--- src/rtl/encoder_phase_sequencer_if.sv ---
// Host start handshake plus engine command/completion bus of the encoder phase sequencer.
// The master modport is the sequencer side, the slave modport is the host/engine side.
interface encoder_phase_sequencer_if #(
  parameter int SEQ_LEN    = 8,
  parameter int HEADS      = 4,
  parameter int NUM_LAYERS = 2
);
  localparam int HW = (HEADS > 1) ? $clog2(HEADS) : 1;
  localparam int RW = (SEQ_LEN > 1) ? $clog2(SEQ_LEN) : 1;
  localparam int LW = (NUM_LAYERS > 1) ? $clog2(NUM_LAYERS) : 1;

  logic          start_valid;
  logic          start_ready;
  logic          cmd_valid;
  logic          cmd_ready;
  logic [2:0]    cmd_phase;
  logic [HW-1:0] cmd_head;
  logic [RW-1:0] cmd_row;
  logic [LW-1:0] cmd_layer;
  logic          cmd_last;
  logic          eng_done;

  modport master (
    input  start_valid,
    output start_ready,
    output cmd_valid,
    input  cmd_ready,
    output cmd_phase,
    output cmd_head,
    output cmd_row,
    output cmd_layer,
    output cmd_last,
    input  eng_done
  );

  modport slave (
    output start_valid,
    input  start_ready,
    input  cmd_valid,
    output cmd_ready,
    input  cmd_phase,
    input  cmd_head,
    input  cmd_row,
    input  cmd_layer,
    input  cmd_last,
    output eng_done
  );
endinterface

--- src/rtl/encoder_phase_sequencer.sv ---
// Encoder phase sequencer: walks layer -> phase -> head -> row and issues one engine
// command at a time, waiting for eng_done before moving on.
// Optional macro ENC_SEQ_PERF_EN adds the perf_cycles busy-cycle counter port.
//
// state  | meaning
// IDLE   | waiting for start_valid, start_ready high
// ISSUE  | command presented on cmd_*, waiting for cmd_ready
// WAIT   | command accepted, waiting for the engine completion pulse
// DONE   | one-cycle completion pulse, then back to IDLE
module encoder_phase_sequencer #(
  parameter int SEQ_LEN    = 8,
  parameter int HEADS      = 4,
  parameter int NUM_LAYERS = 2
) (
  input  logic                       clk,
  input  logic                       rst,
  encoder_phase_sequencer_if.master  bus,
  input  logic                       abort,
  output logic                       busy,
  output logic                       done,
  output logic                       proto_err
`ifdef ENC_SEQ_PERF_EN
  ,
  output logic [31:0]                perf_cycles
`endif
);
  localparam int HW = (HEADS > 1) ? $clog2(HEADS) : 1;
  localparam int RW = (SEQ_LEN > 1) ? $clog2(SEQ_LEN) : 1;
  localparam int LW = (NUM_LAYERS > 1) ? $clog2(NUM_LAYERS) : 1;

  localparam logic [RW-1:0] ROW_MAX   = RW'(SEQ_LEN - 1);
  localparam logic [HW-1:0] HEAD_MAX  = HW'(HEADS - 1);
  localparam logic [LW-1:0] LAYER_MAX = LW'(NUM_LAYERS - 1);
  localparam logic [2:0]    PH_RESID  = 3'd6;

  typedef enum logic [1:0] {S_IDLE, S_ISSUE, S_WAIT, S_DONE} state_t;

  state_t        state;
  state_t        state_nxt;
  logic [2:0]    phase;
  logic [HW-1:0] head;
  logic [RW-1:0] row;
  logic [LW-1:0] layer;
  logic          start_acc;
  logic          advance;
  logic          row_end;
  logic          head_end;
  logic          last_cmd;

  assign start_acc = (state == S_IDLE) && bus.start_valid && !abort;
  assign advance   = (state == S_WAIT) && bus.eng_done && !abort;
  assign row_end   = (row == ROW_MAX);
  // only the score and attention*V phases iterate over heads
  assign head_end  = !((phase == 3'd1) || (phase == 3'd2)) || (head == HEAD_MAX);
  assign last_cmd  = (layer == LAYER_MAX) && (phase == PH_RESID) && row_end;

  // state register
  always_ff @(posedge clk) begin
    if (rst) state <= S_IDLE;
    else     state <= state_nxt;
  end

  // next-state decode; abort overrides every other input
  always_comb begin
    state_nxt = state;
    if (abort) begin
      state_nxt = S_IDLE;
    end else begin
      case (state)
        S_IDLE:  if (bus.start_valid) state_nxt = S_ISSUE;
        S_ISSUE: if (bus.cmd_ready)   state_nxt = S_WAIT;
        S_WAIT:  if (bus.eng_done)    state_nxt = last_cmd ? S_DONE : S_ISSUE;
        S_DONE:  state_nxt = S_IDLE;
        default: state_nxt = S_IDLE;
      endcase
    end
  end

  // outputs decoded from registered state and counters only
  always_comb begin
    bus.start_ready = (state == S_IDLE);
    bus.cmd_valid   = (state == S_ISSUE);
    busy            = (state != S_IDLE);
    done            = (state == S_DONE);
    bus.cmd_phase   = phase;
    bus.cmd_head    = head;
    bus.cmd_row     = row;
    bus.cmd_layer   = layer;
    bus.cmd_last    = last_cmd;
  end

  // nested row/head/phase/layer counters; they return to zero after the final command
  always_ff @(posedge clk) begin
    if (rst || abort || start_acc || (advance && last_cmd)) begin
      phase <= '0;
      head  <= '0;
      row   <= '0;
      layer <= '0;
    end else if (advance) begin
      if (!row_end) begin
        row <= row + 1'b1;
      end else begin
        row <= '0;
        if (!head_end) begin
          head <= head + 1'b1;
        end else begin
          head <= '0;
          if (phase != PH_RESID) begin
            phase <= phase + 3'd1;
          end else begin
            phase <= '0;
            layer <= layer + 1'b1;
          end
        end
      end
    end
  end

  // sticky flag for completion pulses that arrive with no command outstanding
  always_ff @(posedge clk) begin
    if (rst)                                      proto_err <= 1'b0;
    else if (bus.eng_done && (state != S_WAIT))   proto_err <= 1'b1;
    else if (start_acc)                           proto_err <= 1'b0;
  end

`ifdef ENC_SEQ_PERF_EN
  // saturating busy-cycle counter; restarts on start accept, survives abort
  always_ff @(posedge clk) begin
    if (rst)                               perf_cycles <= '0;
    else if (start_acc)                    perf_cycles <= '0;
    else if (busy && (perf_cycles != '1))  perf_cycles <= perf_cycles + 32'd1;
  end
`endif
endmodule

--- src/flat_wrapper.sv ---
// flat-port wrapper written by rule: the top's interface ports become plain ports
module encoder_phase_sequencer_flat 
#(
  parameter int SEQ_LEN    = 8,
  parameter int HEADS      = 4,
  parameter int NUM_LAYERS = 2
)
  (clk, rst, abort, busy, done, proto_err, bus_start_valid, bus_start_ready, bus_cmd_valid, bus_cmd_ready, bus_cmd_phase, bus_cmd_head, bus_cmd_row, bus_cmd_layer, bus_cmd_last, bus_eng_done);
  encoder_phase_sequencer_if #(.SEQ_LEN(SEQ_LEN), .HEADS(HEADS), .NUM_LAYERS(NUM_LAYERS)) bus_i ();
  input  logic clk;
  input  logic rst;
  input  logic abort;
  output logic busy;
  output logic done;
  output logic proto_err;
  input wire logic [$bits(bus_i.start_valid)-1:0] bus_start_valid;
  output wire logic [$bits(bus_i.start_ready)-1:0] bus_start_ready;
  output wire logic [$bits(bus_i.cmd_valid)-1:0] bus_cmd_valid;
  input wire logic [$bits(bus_i.cmd_ready)-1:0] bus_cmd_ready;
  output wire logic [$bits(bus_i.cmd_phase)-1:0] bus_cmd_phase;
  output wire logic [$bits(bus_i.cmd_head)-1:0] bus_cmd_head;
  output wire logic [$bits(bus_i.cmd_row)-1:0] bus_cmd_row;
  output wire logic [$bits(bus_i.cmd_layer)-1:0] bus_cmd_layer;
  output wire logic [$bits(bus_i.cmd_last)-1:0] bus_cmd_last;
  input wire logic [$bits(bus_i.eng_done)-1:0] bus_eng_done;
  assign bus_i.start_valid = bus_start_valid;
  assign bus_start_ready = bus_i.start_ready;
  assign bus_cmd_valid = bus_i.cmd_valid;
  assign bus_i.cmd_ready = bus_cmd_ready;
  assign bus_cmd_phase = bus_i.cmd_phase;
  assign bus_cmd_head = bus_i.cmd_head;
  assign bus_cmd_row = bus_i.cmd_row;
  assign bus_cmd_layer = bus_i.cmd_layer;
  assign bus_cmd_last = bus_i.cmd_last;
  assign bus_i.eng_done = bus_eng_done;
  encoder_phase_sequencer #(.SEQ_LEN(SEQ_LEN), .HEADS(HEADS), .NUM_LAYERS(NUM_LAYERS)) u_core (.clk(clk), .rst(rst), .bus(bus_i), .abort(abort), .busy(busy), .done(done), .proto_err(proto_err));
endmodule
--- config.mk ---
export PLATFORM = sky130hd
export DESIGN_NAME = encoder_phase_sequencer_flat
export DESIGN_NICKNAME = d
export VERILOG_FILES = /design/src/rtl/encoder_phase_sequencer_if.sv /design/src/rtl/encoder_phase_sequencer.sv /design/src/flat_wrapper.sv
export SDC_FILE = /design/constraint.sdc
export NUM_CORES = 1
export LEC_CHECK = 0
export ABC_AREA = 1
export BUFFER_PORTS_ARGS = -buffer_cell sky130_fd_sc_hd__buf_2
export CORE_UTILIZATION = 45
export DETAILED_ROUTE_END_ITERATION = 6
export PLACE_DENSITY = 0.82
export SLEW_MARGIN = 20
export SYNTH_ARGS = -nofsm -noshare
export SYNTH_HDL_FRONTEND = slang
export SYNTH_SLANG_ARGS = --single-unit
--- constraint.sdc ---
create_clock -name clk -period 1.2 [get_ports clk]
set_input_delay 0.12 -clock clk [delete_from_list [all_inputs] [get_ports clk]]
set_output_delay 0.12 -clock clk [all_outputs]
set_load 0.01 [all_outputs]
==> results.md, run 1 <==
Timing
* **final clock skew** 5.53 ps
* **time the worst path needs with I/O delays and setup** 1390 ps
* **Period Utilization, post-route** 116%
* **final worst-path setup slack** -190 ps
* **peak clock frequency supported by timing** 0.720 GHz
* **normalized max-slew margin** 84.8%
* **unrepaired setup endpoints after global routing** true
* **number of hold violations in the final report** 0
* **number of pins with negative max-slew slack in the final report** 0
* **total negative setup slack** -1750 ps
* **worst slew pin tran** 227 ps
* **final count of negative-setup-slack endpoints** 10

Drt
* **average routed wire per standard cell** 10.5 um
* **first drt pass iteration count** 5
* **Post-route DRC** 0
* **mean number of vias per cell** 5.01
* **total length of routed wires** 1600 um
* **count of vias placed by the detailed router** 762
* **violation count after the first detailed-routing iteration** 29
* **post-route ant nets** 0

Worst setup path
* **slowest cell delay on critical path** 350 ps
* **kind of critical path** reg2reg
* **Worst setup EP type** register
* **cell breakdown of the critical path** ha_4 -> ha_4 -> nand2_4 -> nor2_4 -> buf_4 -> a21oi_4 -> inv_4 -> a21oi_2
* **element type at the critical path start** register
* **kind of cell adding the most delay to the critical path** flip-flops
* **maximum fanout count along the critical path** 6
* **number of buffers and inverters on the critical path** 2
* **reg-to-reg critical path endpoint** u_core.bus.cmd_phase[1]$_SDFFE_PP0P_
* **minimum setup slack among reg-to-reg paths** -190 ps
* **most frequent CP cell** sky130_fd_sc_hd__ha_4
* **beginning of the critical path** u_core.bus.cmd_row[0]$_SDFFE_PP0P_
* **beginning of the worst register-to-register path** u_core.bus.cmd_row[0]$_SDFFE_PP0P_
* **WP data required** 1410 ps
* **data arrival time of the critical path** 1600 ps
* **reg2reg path depth** 8
* **cell with the largest stage delay on the worst path** sky130_fd_sc_hd__dfxtp_4

GRT
* **GRT Overall Usage** 19.4%
* **largest net degree at the start of global routing** 8
* **Congestion Overflow GR** 0
* **initial antenna violation count** 0
* **global-route wire length before repair** 2680 um
* **via count of the first global-routing pass** 664

Synthesis
* **Syn Std Cell Area** 754 um^2
* **mean post-synth cell area** 7.25 um^2
* **sequential area share after synthesis** 31.8%
* **nets in the synthesized netlist** 113
* **flip-flop and latch count after synthesis** 12
* **total number of yosys warnings** 0
* **Synth Instances** 104
* **count of different cell masters after synthesis** 17

Min path
* **cell count of the worst hold path** 2
* **worst min-delay path startpoint** rst
* **Worst Hold Class** in2reg
* **WHS Endpoint** u_core.proto_err$_SDFFE_PP0P_

Die
* **die area** 0.00184 mm^2
* **I/O pin cnt** 21
* **core outline area** 0.00154 mm^2
* **Die Y** 42.9 um
* **Core Rows** 14
* **Die W** 42.9 um
* **initial core utilization** 48.9%

Finish
* **Fill cells** 126
* **growth of design area from synthesis to finish** 36.8%
* **non-filler cells, final** 152
* **number of diodes added for antenna fixing** 0
* **layout cells sized above 1** 48.5%
* **Total Nets Final** 146

Power and ir drop
* **Max VDD drop** 0.000629 V
* **combinational share of power** 12.3%
* **proportion of power drawn by the clock network** 33.7%
* **internal power** 0.000564 W
* **relative contribution of sequential cells to total power** 54.0%
* **power density of the placed cells** 734 mW/mm^2
* **leakage power figure** 0.530 nW
* **NetSw** 0.000193 W
* **net switching share of the total power** 25.5%

CTS
* **clk buf depth** 2
* **sinks on the clock net** 12
* **clock tree from TritonCTS** yes
* **clock slew at reported path FFs** 70 ps
* **number of buffers inserted for hold repair after clock tree synthesis** 0
* **H-tree levels** 1
* **clock latency on the worst-skew pair** 270 ps
* **clock buffer count from CTS** 3
* **cell chosen for the clock root** sky130_fd_sc_hd__clkbuf_4

Status
* **outcome** finished, violations left
* **violated checks** setup timing

Place
* **detailed placement HPWL** 1210 um
* **PortBufs** 20
* **RD Place Congestion** 0.850
* **Post-Place Cells** 146

Run
* **count of maximum capacitance violations** 0

==> metal layers <==
layer	vias up	wire [um]	track usage, %
met4	0	14	7.27
met5	-	0	0
li1	394	-	-
met3	2	91	6.38
met1	339	747	23.6
met2	27	747	31.8
==> power by group through the flow <==
stage                     Sequential [W]  Clock (W)  Combinational, W
after global routing            0.000410   0.000292          0.000104
after global placement          0.000419          0         0.0000866
final                           0.000409   0.000255         0.0000932
after detailed placement        0.000419          0         0.0000879
after CTS                       0.000410   0.000263         0.0000886
after floorplan                 0.000420          0         0.0000580
==> worst reg2reg max path: cells and delay by family (launching register included) <==
kind | cells | cell delay (ps)
buffers and inverters | 2 | 230
AOI/OAI and AO/OA | 2 | 320
adders and majority gates | 2 | 320
and+or+nand+nor | 2 | 110
DFF | 1 | 350
==> registers in the layout (all words and copies together) (netlist names) <==
name                  count
u_core.bus.cmd_layer      1
u_core.state              2
u_core.bus.cmd_phase      3
u_core.bus.cmd_head       2
u_core.bus.cmd_row        3
u_core.proto_err          1
==> layout by cell type, fill, tap and decap left out, drive strengths merged <==
| cell type | instances |
|---|---|
| nand2 | 35 |
| o21ai | 2 |
| inv | 15 |
| buf | 28 |
| nor2 | 17 |
| nand3 | 9 |
| clkbuf | 4 |
| a21oi | 11 |
| ha | 3 |
| dfxtp | 12 |
==> synthesized netlist by cell type <==
master                    count  area, um^2
sky130_fd_sc_hd__ha_1         3        37.5
sky130_fd_sc_hd__nor2_4       3        33.8
sky130_fd_sc_hd__nor2_2       2        12.5
sky130_fd_sc_hd__nand3_2      2        20.0
sky130_fd_sc_hd__nand3_1      7        35.0
sky130_fd_sc_hd__a21oi_1      4        20.0
sky130_fd_sc_hd__nor2_8       1        20.0
sky130_fd_sc_hd__nand2_2      2        12.5
sky130_fd_sc_hd__nor2_1      11        41.3
sky130_fd_sc_hd__dfxtp_1     12         240
sky130_fd_sc_hd__nand2_4      3        33.8
sky130_fd_sc_hd__inv_2        3        11.3
sky130_fd_sc_hd__inv_1       12        45.0
sky130_fd_sc_hd__nand2_1     30         113
sky130_fd_sc_hd__a21oi_2      6        52.6
sky130_fd_sc_hd__o21ai_0      2        10.0
sky130_fd_sc_hd__a21oi_4      1        16.3
==> cell families (layout without fill, tap and decap cells) <==
logic type                 after synthesis  in the layout  share of synthesized area, %
buffers and inverters                   15             47                          7.46
adders and majority gates                3              3                          4.98
DFF                                     12             12                          31.8
and+or+nand+nor                         61             61                          42.6
AOI/OAI and AO/OA                       13             13                          13.1
==> final cells by class <==
class                           instances  area [um^2]  area share [%]
Tap cell                               16         20.0            1.94
Sequential cell                        12          250            24.2
Inverter                               15         58.8            5.70
Clock buffer                            4         26.3            2.55
Timing Repair Buffer                   28          170            16.5
Multi-Input combinational cell         77          507            49.1
==> per-stage QoR <==
| stage | hold WS [ps] | area, um^2 | utilization (%) | total power [W] | setup slack [ps] |
|---|---|---|---|---|---|
| finish | 15.2 | 1030 | 67.0 | 0.000757 | -190 |
| global route | 4.10 | 1030 | 67.0 | 0.000806 | -227 |
| CTS | 8.56 | 1020 | 66.0 | 0.000761 | -192 |
| detailed placement | 298 | 960 | 62.3 | 0.000507 | -42.7 |
| global placement | 294 | 960 | 62.3 | 0.000505 | -10.2 |
| floorplan | 189 | 795 | - | 0.000478 | -20.3 |
==> worst max-delay path by stage <==
stage,endpoint,cells after the start
after floorplan,u_core.bus.cmd_row[0]$_SDFFE_PP0P_,7
after CTS,bus_cmd_last,6
after global placement,u_core.bus.cmd_row[0]$_SDFFE_PP0P_,7
final,u_core.bus.cmd_phase[1]$_SDFFE_PP0P_,8
after detailed placement,u_core.bus.cmd_phase[1]$_SDFFE_PP0P_,7
after global routing,bus_cmd_last,6
==> timing repair <==
| action | CTS | global route |
|---|---|---|
| setup buffers | 2 | 0 |
| setup endpoints to repair | 12 | 12 |
| pin swaps | 3 | 3 |
| endpoints found under the hold margin | 0 | 0 |
| resized for setup | 6 | 6 |
(Power assumes the default switching activity.)
==> run 2, diff against run 1 <==
Settings changed: ABC_AREA 1 to default, CAP_MARGIN from default to 20, CORE_UTILIZATION 45 to 43, PLACE_DENSITY 0.82 to 0.81, SETUP_SLACK_MARGIN from default to 0.15.
==> results.md, run 2 <==
Worst setup path
* **data arrival time of the critical path** 1740 ps, was 1600 ps
* **maximum fanout count along the critical path** 4, was 6
* **WP data required** 1410 ps, about the same
* **endpoint of the worst setup timing path** u_core.bus.cmd_phase[2]$_SDFFE_PP0P_, was u_core.bus.cmd_phase[1]$_SDFFE_PP0P_
* **beginning of the worst register-to-register path** u_core.bus.cmd_row[0]$_SDFFE_PP0P_, unchanged
* **minimum setup slack among reg-to-reg paths** -330 ps, was -190 ps
* **kind of critical path** reg2reg, unchanged
* **cell with the largest stage delay on the worst path** sky130_fd_sc_hd__or4b_1, was sky130_fd_sc_hd__dfxtp_4
* **cell breakdown of the critical path** ha_4 -> ha_4 -> nand2_1 -> or4b_1 -> a21oi_2, was ha_4 -> ha_4 -> nand2_4 -> nor2_4 -> buf_4 -> a21oi_4 -> inv_4 -> a21oi_2
* **slowest cell delay on critical path** 530 ps, was 350 ps
* **beginning of the critical path** u_core.bus.cmd_row[0]$_SDFFE_PP0P_, unchanged
* **most frequent CP cell** sky130_fd_sc_hd__ha_4, unchanged
* **reg2reg path depth** 5, was 8
* **Worst setup EP type** register, unchanged
* **reg-to-reg critical path endpoint** u_core.bus.cmd_phase[2]$_SDFFE_PP0P_, was u_core.bus.cmd_phase[1]$_SDFFE_PP0P_
* **element type at the critical path start** register, unchanged

Synthesis
* **flip-flop and latch count after synthesis** 12, unchanged
* **portion of synthesized cell area occupied by the leading cell type** 36.1%, was 31.8%
* **leading post-synthesis cells by cell area** sky130_fd_sc_hd__dfxtp_1 (36%), sky130_fd_sc_hd__a21oi_1 (6.8%), sky130_fd_sc_hd__o21ai_0 (6.0%), sky130_fd_sc_hd__ha_1 (5.6%), sky130_fd_sc_hd__nand4bb_4 (4.1%), was sky130_fd_sc_hd__dfxtp_1 (32%), sky130_fd_sc_hd__nand2_1 (15%), sky130_fd_sc_hd__a21oi_2 (7.0%), sky130_fd_sc_hd__inv_1 (6.0%), sky130_fd_sc_hd__nor2_1 (5.5%)
* **nets in the synthesized netlist** 86, was 113
* **sequential area share after synthesis** 36.1%, was 31.8%
* **total number of yosys warnings** 0, unchanged
* **number of enable flip-flop cells after synthesis** 0, unchanged
* **Synth area leader** sky130_fd_sc_hd__dfxtp_1, unchanged
* **Main synth FF type** sky130_fd_sc_hd__dfxtp_1, unchanged
* **Synth Instances** 77, was 104
* **count of different cell masters after synthesis** 29, was 17
* **mean post-synth cell area** 8.64 um^2, was 7.25 um^2
* **most instantiated cells after synthesis** sky130_fd_sc_hd__dfxtp_1 (12), sky130_fd_sc_hd__a21oi_1 (9), sky130_fd_sc_hd__o21ai_0 (8), was sky130_fd_sc_hd__nand2_1 (30), sky130_fd_sc_hd__dfxtp_1 (12), sky130_fd_sc_hd__inv_1 (12)
* **share of flip-flops with an asynchronous set or reset after synthesis** 0%, unchanged
* **Syn Std Cell Area** 666 um^2, was 754 um^2
* **count leader, synth** sky130_fd_sc_hd__dfxtp_1, was sky130_fd_sc_hd__nand2_1

CTS
* **clock slew at reported path FFs** 80 ps, was 70 ps
* **H-tree levels** 1, unchanged
* **cell chosen for the clock root** sky130_fd_sc_hd__clkbuf_4, unchanged
* **clock latency on the worst-skew pair** 280 ps, was 270 ps
* **clk buf depth** 2, unchanged
* **clock buffer count from CTS** 3, unchanged
* **clock tree from TritonCTS** yes, unchanged
* **sinks on the clock net** 12, unchanged
* **number of buffers inserted for hold repair after clock tree synthesis** 0, unchanged

Timing
* **number of pins with negative max-slew slack in the final report** 0, unchanged
* **unrepaired setup endpoints after global routing** true, unchanged
* **peak clock frequency supported by timing** 0.655 GHz, was 0.720 GHz
* **total negative setup slack** -2870 ps, was -1750 ps
* **final count of negative-setup-slack endpoints** 14, was 10
* **normalized max-slew margin** 75.0%, was 84.8%
* **final clock skew** 6.11 ps, was 5.53 ps
* **Period Utilization, post-route** 127%, was 116%
* **number of hold violations in the final report** 0, unchanged
* **final worst-path setup slack** -327 ps, was -190 ps
* **hold_ws** 22.7 ps, was 15.2 ps
* **time the worst path needs with I/O delays and setup** 1530 ps, was 1390 ps
* **worst slew pin tran** 371 ps, was 227 ps

Finish
* **layout cells sized above 1** 57.6%, was 48.5%
* **number of diodes added for antenna fixing** 0, unchanged
* **Fill cells** 79, was 126
* **growth of design area from synthesis to finish** 74.4%, was 36.8%
* **multi-input gate area in the final layout** 487 um^2, was 507 um^2
* **non-filler cells, final** 140, was 152
* **leading cell types in the layout, fill and taps excluded** sky130_fd_sc_hd__buf_4 (17), sky130_fd_sc_hd__buf_2 (16), sky130_fd_sc_hd__buf_6 (12), was sky130_fd_sc_hd__nand2_1 (28), sky130_fd_sc_hd__buf_2 (19), sky130_fd_sc_hd__inv_1 (11)
* **Sequential cell area** 260 um^2, was 250 um^2
* **most frequent standard cell in the layout excluding fill and tap cells** sky130_fd_sc_hd__buf_4, was sky130_fd_sc_hd__nand2_1
* **Total Nets Final** 135, was 146

Drt
* **Post-route DRC** 0, unchanged
* **first drt pass iteration count** 4, was 5
* **average routed wire per standard cell** 17.1 um, was 10.5 um
* **mean number of vias per cell** 5.92, was 5.01
* **post-route ant nets** 0, unchanged
* **total length of routed wires** 2390 um, was 1600 um
* **count of vias placed by the detailed router** 829, was 762
* **violation count after the first detailed-routing iteration** 29, unchanged

GRT
* **met1 global-route usage** 32.8%, was 23.6%
* **initial antenna violation count** 0, unchanged
* **GRT Overall Usage** 30.1%, was 19.4%
* **largest net degree at the start of global routing** 8, unchanged
* **global-route wire length before repair** 3190 um, was 2680 um
* **via count of the first global-routing pass** 749, was 664
* **Congestion Overflow GR** 0, unchanged
* **highest-utilization routing layer at the global route stage** met2, unchanged
* **Global Route met3 Usage** 3.72%, was 6.38%
* **global routing usage on met2** 52.0%, was 31.8%

Place
* **PortBufs** 20, unchanged
* **Post-Place Cells** 130, was 146
* **Placement Setup Slack** -243 ps, was -42.7 ps
* **detailed placement HPWL** 1480 um, was 1210 um
* **RD Place Congestion** 0.774, was 0.850

Die
* **Die W** 41.3 um, was 42.9 um
* **core outline area** 0.00137 mm^2, was 0.00154 mm^2
* **die area** 0.00171 mm^2, was 0.00184 mm^2
* **I/O pin cnt** 21, unchanged
* **Core Rows** 13, was 14
* **Die Y** 41.3 um, was 42.9 um
* **initial core utilization** 48.7%, was 48.9%

Power and ir drop
* **Max VDD drop** 0.000841 V, was 0.000629 V
* **power density of the placed cells** 669 mW/mm^2, was 734 mW/mm^2
* **leakage power figure** 0.485 nW, was 0.530 nW

Min path
* **Worst Hold Class** in2reg, unchanged

Status
* **violated checks** setup timing, unchanged
* **outcome** finished, violations left, unchanged

Run
* **count of maximum capacitance violations** 0, unchanged

[run 2: cell count changes in the layout (fill, tap and decap cells not counted), moves of 6 or more]
| cell | delta |
|---|---|
| sky130_fd_sc_hd__inv_1 | -9 |
| sky130_fd_sc_hd__buf_4 | +10 |
| sky130_fd_sc_hd__buf_6 | +10 |
| sky130_fd_sc_hd__nand2_1 | -22 |
| sky130_fd_sc_hd__nor2_1 | -6 |
| sky130_fd_sc_hd__o21ai_0 | +6 |
[run 2: stage by stage]
stage / total power [W] / area, um^2 / util (%)
floorplan: 0.000448 / 712 / -
global placement: 0.000492 / 968 / 70.9
detailed placement: 0.000495 / 968 / 70.9
CTS: 0.000775 / 1110 / 81.1
global route: 0.000808 / 1160 / 85.0
finish: 0.000777 / 1160 / 85.0
[run 2: routing by layer]
| metal | part of all wire, % | routed length (um) |
|---|---|---|
| met5 | 0 | 0 |
| met4 | 3.2 | 76 |
| met3 | 5.7 | 137 |
| met2 | 51 | 1220 |
| met1 | 40 | 954 |
[run 2: logic make-up (layout without fill, tap and decap cells)]
group,count (synthesis),count (layout),share of synthesized area (%)
AO/OA/AOI/OAI,25,25,24.2
buffers and inverters,6,54,3.57
XOR/XNOR,1,1,1.32
flip-flops,12,12,36.1
AND/OR/NAND/NOR,30,30,29.1
adder cells (fa/ha/maj),3,3,5.64
[run 2: critical path: cells and delay by family, from the launching register on]
kind | cells | cell delay [ps]
adder cells (fa/ha/maj) | 2 | 290
AND/OR/NAND/NOR | 2 | 610
flip-flops | 1 | 370
AO/OA/AOI/OAI | 1 | 170
[run 2: where the power goes]
part / total (W) / switching [W] / internal [W] / leakage [nW]
clock: 0.000268 / 0.000148 / 0.000121 / 0.0154
combinational: 0.000112 / 0.0000528 / 0.0000589 / 0.368
sequential: 0.000397 / 0.00000461 / 0.000392 / 0.102
[run 2: worst min path at each step]
stage,from,to,slack (ps),cells after the start
finish,rst,u_core.proto_err$_SDFFE_PP0P_,20,2
global route,rst,u_core.proto_err$_SDFFE_PP0P_,20,2
CTS,rst,u_core.proto_err$_SDFFE_PP0P_,5,2
detailed placement,rst,u_core.proto_err$_SDFFE_PP0P_,310,2
global placement,rst,u_core.proto_err$_SDFFE_PP0P_,300,2
floorplan,rst,u_core.proto_err$_SDFFE_PP0P_,190,1
[run 2: area by class of cell]
class,count,share of cell area [%]
inverter,5,2.26
clock inverter,1,0.323
tap,15,1.62
multi-input combinational,59,41.9
timing repair buffer,45,29.5
clock buffer,3,1.94
sequential,12,22.4
[run 2: timing repair]
action,in CTS,in global routing
buffers inserted,6,0
pin swaps,5,3
setup endpoints to repair,18,19
gates resized for setup,24,12
